## config.mk

```make
export PLATFORM = sky130hd
export DESIGN_NAME = serial_alu_wide
export DESIGN_NICKNAME = d
export VERILOG_FILES = /design/src/rtl/serial_alu_wide.sv
export SDC_FILE = /design/constraint.sdc
export NUM_CORES = 1
export LEC_CHECK = 0
export BUFFER_PORTS_ARGS = -buffer_cell sky130_fd_sc_hd__buf_2
export CAP_MARGIN = 20
export CORE_MARGIN = 2
export CORE_UTILIZATION = 45
export DETAILED_ROUTE_END_ITERATION = 6
export PLACE_DENSITY = 0.66
export SYNTH_ARGS = -nofsm -noshare
export SYNTH_HDL_FRONTEND = slang
export SYNTH_SLANG_ARGS = --single-unit
```

## constraint.sdc

```tcl
create_clock -name clk -period 4.73 [get_ports clk]
set_clock_uncertainty 0.05 [all_clocks]
set_input_delay 0.7095 -clock clk [delete_from_list [all_inputs] [get_ports clk]]
set_output_delay 0.7095 -clock clk [all_outputs]
set_load 0.02 [all_outputs]
```

## src/rtl/serial_alu_wide.sv

```systemverilog
// Bit-serial ALU for multi-byte operands, NSHIFT bits per cycle, LSB chunk first.
// Handles arithmetic, logic, compare and shift ops with arg2 extension and abort.
module serial_alu_wide #(
    parameter int NSHIFT    = 2,
    parameter int BYTE_BITS = 8,
    parameter int MAX_BYTES = 4,
    localparam int STEPS = MAX_BYTES * BYTE_BITS / NSHIFT,
    localparam int SB    = (STEPS > 1) ? $clog2(STEPS) : 1,
    localparam int LB    = (MAX_BYTES > 1) ? $clog2(MAX_BYTES) : 1
) (
    input  logic              clk,
    input  logic              reset,
    input  logic              op_valid,
    output logic              op_ready,
    input  logic              op_abort,
    input  logic [3:0]        operation,
    input  logic [LB-1:0]     len_m1,
    input  logic [LB-1:0]     arg2_len_m1,
    input  logic              sext2,
    input  logic              upd_carry,
    input  logic              upd_other,
    input  logic [NSHIFT-1:0] data_in1,
    input  logic [NSHIFT-1:0] data_in2,
    output logic              active,
    output logic [NSHIFT-1:0] data_out,
    output logic              out_we,
    output logic              op_done,
    output logic [SB-1:0]     counter,
    output logic              flag_c,
    output logic              flag_v,
    output logic              flag_s,
    output logic              flag_z
);

    localparam int CPB = BYTE_BITS / NSHIFT;

    localparam logic [3:0] OP_ADD = 4'd0;
    localparam logic [3:0] OP_SUB = 4'd1;
    localparam logic [3:0] OP_ADC = 4'd2;
    localparam logic [3:0] OP_SBC = 4'd3;
    localparam logic [3:0] OP_AND = 4'd4;
    localparam logic [3:0] OP_OR  = 4'd5;
    localparam logic [3:0] OP_XOR = 4'd6;
    localparam logic [3:0] OP_MOV = 4'd7;
    localparam logic [3:0] OP_CMP = 4'd8;
    localparam logic [3:0] OP_SHL = 4'd9;
    localparam logic [3:0] OP_RCL = 4'd10;

    typedef enum logic {IDLE, RUN} state_t;

    state_t          state;
    state_t          state_nx;
    logic [SB-1:0]   counter_nx;

    logic [3:0]      op_q;
    logic [LB-1:0]   len_q;
    logic [LB-1:0]   a2len_q;
    logic            sext_q;
    logic            updc_q;
    logic            updo_q;

    logic            carry_q;
    logic            sign2_q;
    logic            zero_q;

    logic [3:0]      op_s;
    logic [LB-1:0]   len_s;
    logic [LB-1:0]   a2len_s;
    logic            sext_s;
    logic            updc_s;
    logic            updo_s;

    logic            run;
    logic            first;
    logic            last;
    logic            a2_in;
    logic            a2_last;
    logic            accept;

    logic            arith;
    logic            logic_op;
    logic            shift_op;
    logic            inv;
    logic            wr;
    logic            cin0;
    logic            cin;

    logic [NSHIFT-1:0] a2;
    logic [NSHIFT-1:0] b;
    logic [NSHIFT-1:0] res;
    logic [NSHIFT:0]   sum;
    logic [NSHIFT:0]   shl;
    logic              carry_nx;
    logic              c_new;
    logic              v_new;
    logic              zacc;

    // Latched params drive the op once running; ports only matter at accept.
    always_comb begin
        run     = (state == RUN);
        op_s    = run ? op_q    : operation;
        len_s   = run ? len_q   : len_m1;
        a2len_s = run ? a2len_q : arg2_len_m1;
        sext_s  = run ? sext_q  : sext2;
        updc_s  = run ? updc_q  : upd_carry;
        updo_s  = run ? updo_q  : upd_other;
    end

    always_comb begin
        active  = run || op_valid;
        first   = (counter == '0);
        last    = int'(counter) == (int'(len_s) + 1) * CPB - 1;
        a2_in   = int'(counter) < (int'(a2len_s) + 1) * CPB;
        a2_last = int'(counter) == (int'(a2len_s) + 1) * CPB - 1;
        op_done = active && last && !(run && op_abort);
        op_ready = !run || op_done;
        accept  = op_valid && op_ready;
    end

    always_comb begin
        arith    = 1'b0;
        logic_op = 1'b0;
        shift_op = 1'b0;
        inv      = 1'b0;
        wr       = 1'b1;
        cin0     = 1'b0;
        case (op_s)
            OP_ADD: arith = 1'b1;
            OP_SUB: begin
                arith = 1'b1;
                inv   = 1'b1;
                cin0  = 1'b1;
            end
            OP_ADC: begin
                arith = 1'b1;
                cin0  = flag_c;
            end
            OP_SBC: begin
                arith = 1'b1;
                inv   = 1'b1;
                cin0  = flag_c;
            end
            OP_AND, OP_OR, OP_XOR, OP_MOV: logic_op = 1'b1;
            OP_CMP: begin
                arith = 1'b1;
                inv   = 1'b1;
                cin0  = 1'b1;
                wr    = 1'b0;
            end
            OP_SHL: shift_op = 1'b1;
            OP_RCL: begin
                shift_op = 1'b1;
                cin0     = flag_c;
            end
            default: wr = 1'b0;
        endcase
    end

    // Past its valid length arg2 reads as all-ones or zero.
    always_comb begin
        a2  = a2_in ? data_in2 : {NSHIFT{sext_s && sign2_q}};
        cin = first ? cin0 : carry_q;
        b   = inv ? ~a2 : a2;
        sum = {1'b0, data_in1} + {1'b0, b} + {{NSHIFT{1'b0}}, cin};
        shl = {data_in1, cin};
        res = '0;
        case (op_s)
            OP_AND: res = data_in1 & a2;
            OP_OR:  res = data_in1 | a2;
            OP_XOR: res = data_in1 ^ a2;
            OP_MOV: res = a2;
            default: begin
                if (arith) begin
                    res = sum[NSHIFT-1:0];
                end else if (shift_op) begin
                    res = shl[NSHIFT-1:0];
                end
            end
        endcase
    end

    always_comb begin
        carry_nx = 1'b0;
        c_new    = 1'b0;
        v_new    = 1'b0;
        if (arith) begin
            carry_nx = sum[NSHIFT];
            c_new    = sum[NSHIFT];
            v_new    = (data_in1[NSHIFT-1] == b[NSHIFT-1]) &&
                       (sum[NSHIFT-1] != data_in1[NSHIFT-1]);
        end else if (shift_op) begin
            carry_nx = data_in1[NSHIFT-1];
            c_new    = data_in1[NSHIFT-1];
            v_new    = res[NSHIFT-1] ^ data_in1[NSHIFT-1];
        end
        zacc = (first || zero_q) && (res == '0);
    end

    always_comb begin
        data_out = active ? res : '0;
        out_we   = active && wr;
    end

    always_comb begin
        state_nx   = state;
        counter_nx = counter;
        if (!run) begin
            if (op_valid && !last) begin
                state_nx   = RUN;
                counter_nx = SB'(1);
            end
        end else if (op_abort) begin
            state_nx   = IDLE;
            counter_nx = '0;
        end else if (op_done) begin
            state_nx   = op_valid ? RUN : IDLE;
            counter_nx = '0;
        end else begin
            counter_nx = counter + SB'(1);
        end
    end

    always_ff @(posedge clk or negedge reset) begin
        if (!reset) begin
            state   <= IDLE;
            counter <= '0;
        end else begin
            state   <= state_nx;
            counter <= counter_nx;
        end
    end

    always_ff @(posedge clk or negedge reset) begin
        if (!reset) begin
            op_q    <= '0;
            len_q   <= '0;
            a2len_q <= '0;
            sext_q  <= 1'b0;
            updc_q  <= 1'b0;
            updo_q  <= 1'b0;
        end else if (accept) begin
            op_q    <= operation;
            len_q   <= len_m1;
            a2len_q <= arg2_len_m1;
            sext_q  <= sext2;
            updc_q  <= upd_carry;
            updo_q  <= upd_other;
        end
    end

    always_ff @(posedge clk or negedge reset) begin
        if (!reset) begin
            carry_q <= 1'b0;
            sign2_q <= 1'b0;
            zero_q  <= 1'b0;
        end else if (active) begin
            carry_q <= carry_nx;
            zero_q  <= zacc;
            if (a2_last) begin
                sign2_q <= data_in2[NSHIFT-1];
            end
        end
    end

    // Reserved ops leave all flags alone.
    always_ff @(posedge clk or negedge reset) begin
        if (!reset) begin
            flag_c <= 1'b0;
            flag_v <= 1'b0;
            flag_s <= 1'b0;
            flag_z <= 1'b0;
        end else if (op_done && wr || op_done && op_s == OP_CMP) begin
            if (updc_s) begin
                flag_c <= c_new;
                flag_v <= v_new;
            end
            if (updo_s) begin
                flag_s <= res[NSHIFT-1];
                flag_z <= zacc;
            end
        end
    end

endmodule

```

==> impl_metrics.py <==
metrics = {
    "status": {
        "status": "complete, no violations",
    },
    "placed_design": {
        "numPlacedInstances": 270,
        "port_buffers": 32,
        "hpwl_um": 3170,
        "dpl_worst_slack_ns": 0.0842,
        "gp_congestion": 0.927,
    },
    "sta": {
        "setup_viol": 0,
        "fin_crit_sh_pct": 96.5,
        "max_freq_ghz": 0.219,
        "worst_slack_ns": 0.165,
        "finalSetupTns_ns": 0,
        "worstMarginPinSlew_ns": 0.538,
        "period_minus_slack_ns": 4.57,
        "drv_slew": 0,
        "max-slew-margin-rel_pct": 64.1,
        "hold_viol_final": 0,
        "hold-worst-slack_ns": 0.355,
    },
    "yosys": {
        "ys_seq_area_share_pct": 31.5,
        "synth_area_um2": 1830,
        "synth_seq_cells": 23,
        "synth_edf_count": 0,
        "synth-main-ff-cell": "dfrtp_1",
        "synth_top_area_cell": "dfrtp_1",
        "synth.distinct_cells": 49,
        "yosys-top-cells-area": "dfrtp_1, mux2_2, ha_1",
        "syn_inst": 184,
        "synth_nets": 216,
        "async_flop_share_pct": 100,
        "synthDominantCellAreaShare_pct": 31.5,
        "ys_warn_count": 0,
        "synth_area_per_cell_um2": 9.92,
    },
    "cells_and_area": {
        "n_antenna_cell": 0,
        "layout_common_cells": "buf_2, dfrtp_1, mux2_2",
        "instances_no_fill": 276,
        "drive_above_1_share_pct": 36.3,
        "final_common_cell": "buf_2",
        "nets": 259,
        "area_delta_synth_final_pct": 19.5,
        "num-fill-cells": 376,
    },
    "route": {
        "finalWirelength_um": 4200,
        "drc": 0,
        "viasPerCell": 5.63,
        "antenna_left": 0,
        "num_vias": 1553,
        "wl_per_cell_um": 15.2,
        "drt_first_pass_iters": 4,
        "drtIter0Drc": 52,
    },
    "power_and_ir_drop": {
        "p_leak_uw": 0.00104,
        "pwr_density_cell_nw_per_um2": 507,
        "power_uw": 1110,
        "vdd_ir_drop_max_mv": 0.320,
    },
    "critical_path": {
        "crit_path_end_kind": "output pin",
        "crit_fanout": 3,
        "r2r-end": "flag_z",
        "crit_path_max_incr_delay_ns": 0.42,
        "required_ns": 3.97,
        "crit_arrival_ns": 3.81,
        "r2r_cells": 15,
        "endpoint": "data_out[1]",
        "crit_buf_inv": 4,
        "crit_chain": "buf_2 -> mux2i_2 -> ha_1 -> inv_1 -> ha_1 -> nor2b_1 -> o2111ai_2 -> nand2_2 -> xnor2_2 -> fa_2 -> inv_2 -> fa_1 -> a32oi_1 -> o211ai_1 -> and2_1 -> buf_2",
        "cp.depth": 16,
        "cp_slowest_cell": "fa_1",
        "critical_path_class": "input port to output pin",
        "crit_start": "arg2_len_m1[0]",
        "startpoint_type": "input port",
        "reg2reg_slack_ns": 0.92,
        "timing.rr.start": "run",
        "critPathTopFamily": "adder cells",
    },
    "clock_network": {
        "ctsHtreeMaxLevel": 1,
        "worst_skew_pair.late_latency_ns": 0.27,
        "hold_buffers": 0,
        "clockBufferDepth": 2,
        "cts_buffers": 3,
        "cts_root_buffer": "clkbuf_8",
        "cts_tree": "yes",
        "path_clk_slew_ns": 0.09,
        "numClockSinks": 23,
    },
    "global_routing": {
        "grt_busiest_layer": "met2",
        "grt_max_degree": 24,
        "grtUsageMet2_pct": 33.8,
        "grt_pass1_wl_um": 6770,
        "overflow": 0,
        "gr-usage-all-layers_pct": 19.6,
        "antenna_found_initial": 0,
        "grt_pass1_vias": 1517,
        "globalRouteMet3Util_pct": 4.00,
        "grt_use_met1_pct": 25.3,
    },
    "hold_path": {
        "hp-class": "input port to async pin",
    },
    "floorplan": {
        "die_width_um": 67.7,
        "initial_core_util_pct": 46.3,
        "rows": 23,
        "chipHeight_um": 67.7,
        "ios": 33,
        "die-area_um2": 4580,
        "fp.coreArea_um2": 3940,
    },
    "job": {
        "maxCapViolations": 0,
    },
}
==> kinds of logic (layout without fill, tap and decap cells) <==
group           Yosys count  count (layout)  synth area share, %
simple gates             47              47                 13.5
compound gates           37              37                 15.6
fa+ha+maj                13              13                 9.73
mux                      32              32                 19.1
flops                    23              23                 31.5
xor+xnor                 10              10                 5.21
buf+inv                  22              64                 5.35
==> Yosys cell counts (2+ instances only) <==
master and number:
mux2i_1 10, buf_2 3, nand2_1 13, ha_1 11, a32oi_1 4, o211ai_1 3
nand3_1 3, o32ai_1 3, xor2_1 2, o31ai_1 2, and2_1 4, nand3b_1 3
inv_1 17, fa_1 2, mux2_2 21, xnor2_1 7, nor2_1 13, dfrtp_1 23
a21oi_1 5, o21ai_0 6
==> per-layer routing <==
layer	routed length (um)	vias up
met1	2030	761
met3	178	2
li1	-	753
met4	15	0
met5	0	-
met2	1980	37
==> worst reg2reg max path, stage by stage, from the launching register on <==
cell and delay (ns):
dfrtp_2 0.43, mux2i_2 0.25, ha_1 0.26, inv_1 0.06
ha_1 0.23, nor2b_1 0.16, o2111ai_2 0.24, nand2_2 0.13
xnor2_2 0.16, fa_2 0.37, inv_2 0.07, fa_1 0.42
a32oi_1 0.24, o211ai_1 0.16, buf_4 0.17, o41ai_2 0.31
==> per-stage QoR <==
stage	utilization (%)	area (um2)
finish	55.3	2180
detailed placement	52.8	2080
global placement	52.8	2080
floorplan	-	1830
CTS	54.0	2130
global route	55.3	2180
==> state kept, by name (all words and copies together), names as in the netlist <==
register and flops:
flag_z 1, sign2_q 1, flag_s 1, a2len_q 2
zero_q 1, updo_q 1, updc_q 1, flag_c 1
len_q 2, op_q 4, run 1, carry_q 1
flag_v 1, sext_q 1, counter 4
==> where the power goes <==
group          internal (uW)  switching, uW
Sequential               261           50.6
Clock                   60.3           67.2
Combinational            306            360
==> worst min-delay path by stage <==
| stage | to | slack, ns | depth (start not counted) |
|---|---|---|---|
| CTS | a2len_q[1] | 0.37 | 1 |
| global placement | flag_s | 0.44 | 1 |
| detailed placement | flag_s | 0.43 | 1 |
| global route | sext_q | 0.40 | 1 |
| floorplan | a2len_q[0] | 0.36 | 0 |
| finish | a2len_q[0] | 0.35 | 1 |
==> final cells by class <==
class | count | area, um2 | share of cell area (%)
timing repair buffer | 43 | 243 | 11.1
tap | 50 | 62.6 | 2.87
sequential | 23 | 577 | 26.4
clock buffer | 4 | 45.0 | 2.07
multi-input combinational | 139 | 1190 | 54.6
inverter | 17 | 63.8 | 2.93
==> timing repair <==
action | 4_1_cts | 5_1_grt
setup endpoints to repair | 0 | 1
setup buffers | 0 | 2
resized for setup | 0 | 10
No activity file was read; power rests on OpenSTA's default activity.
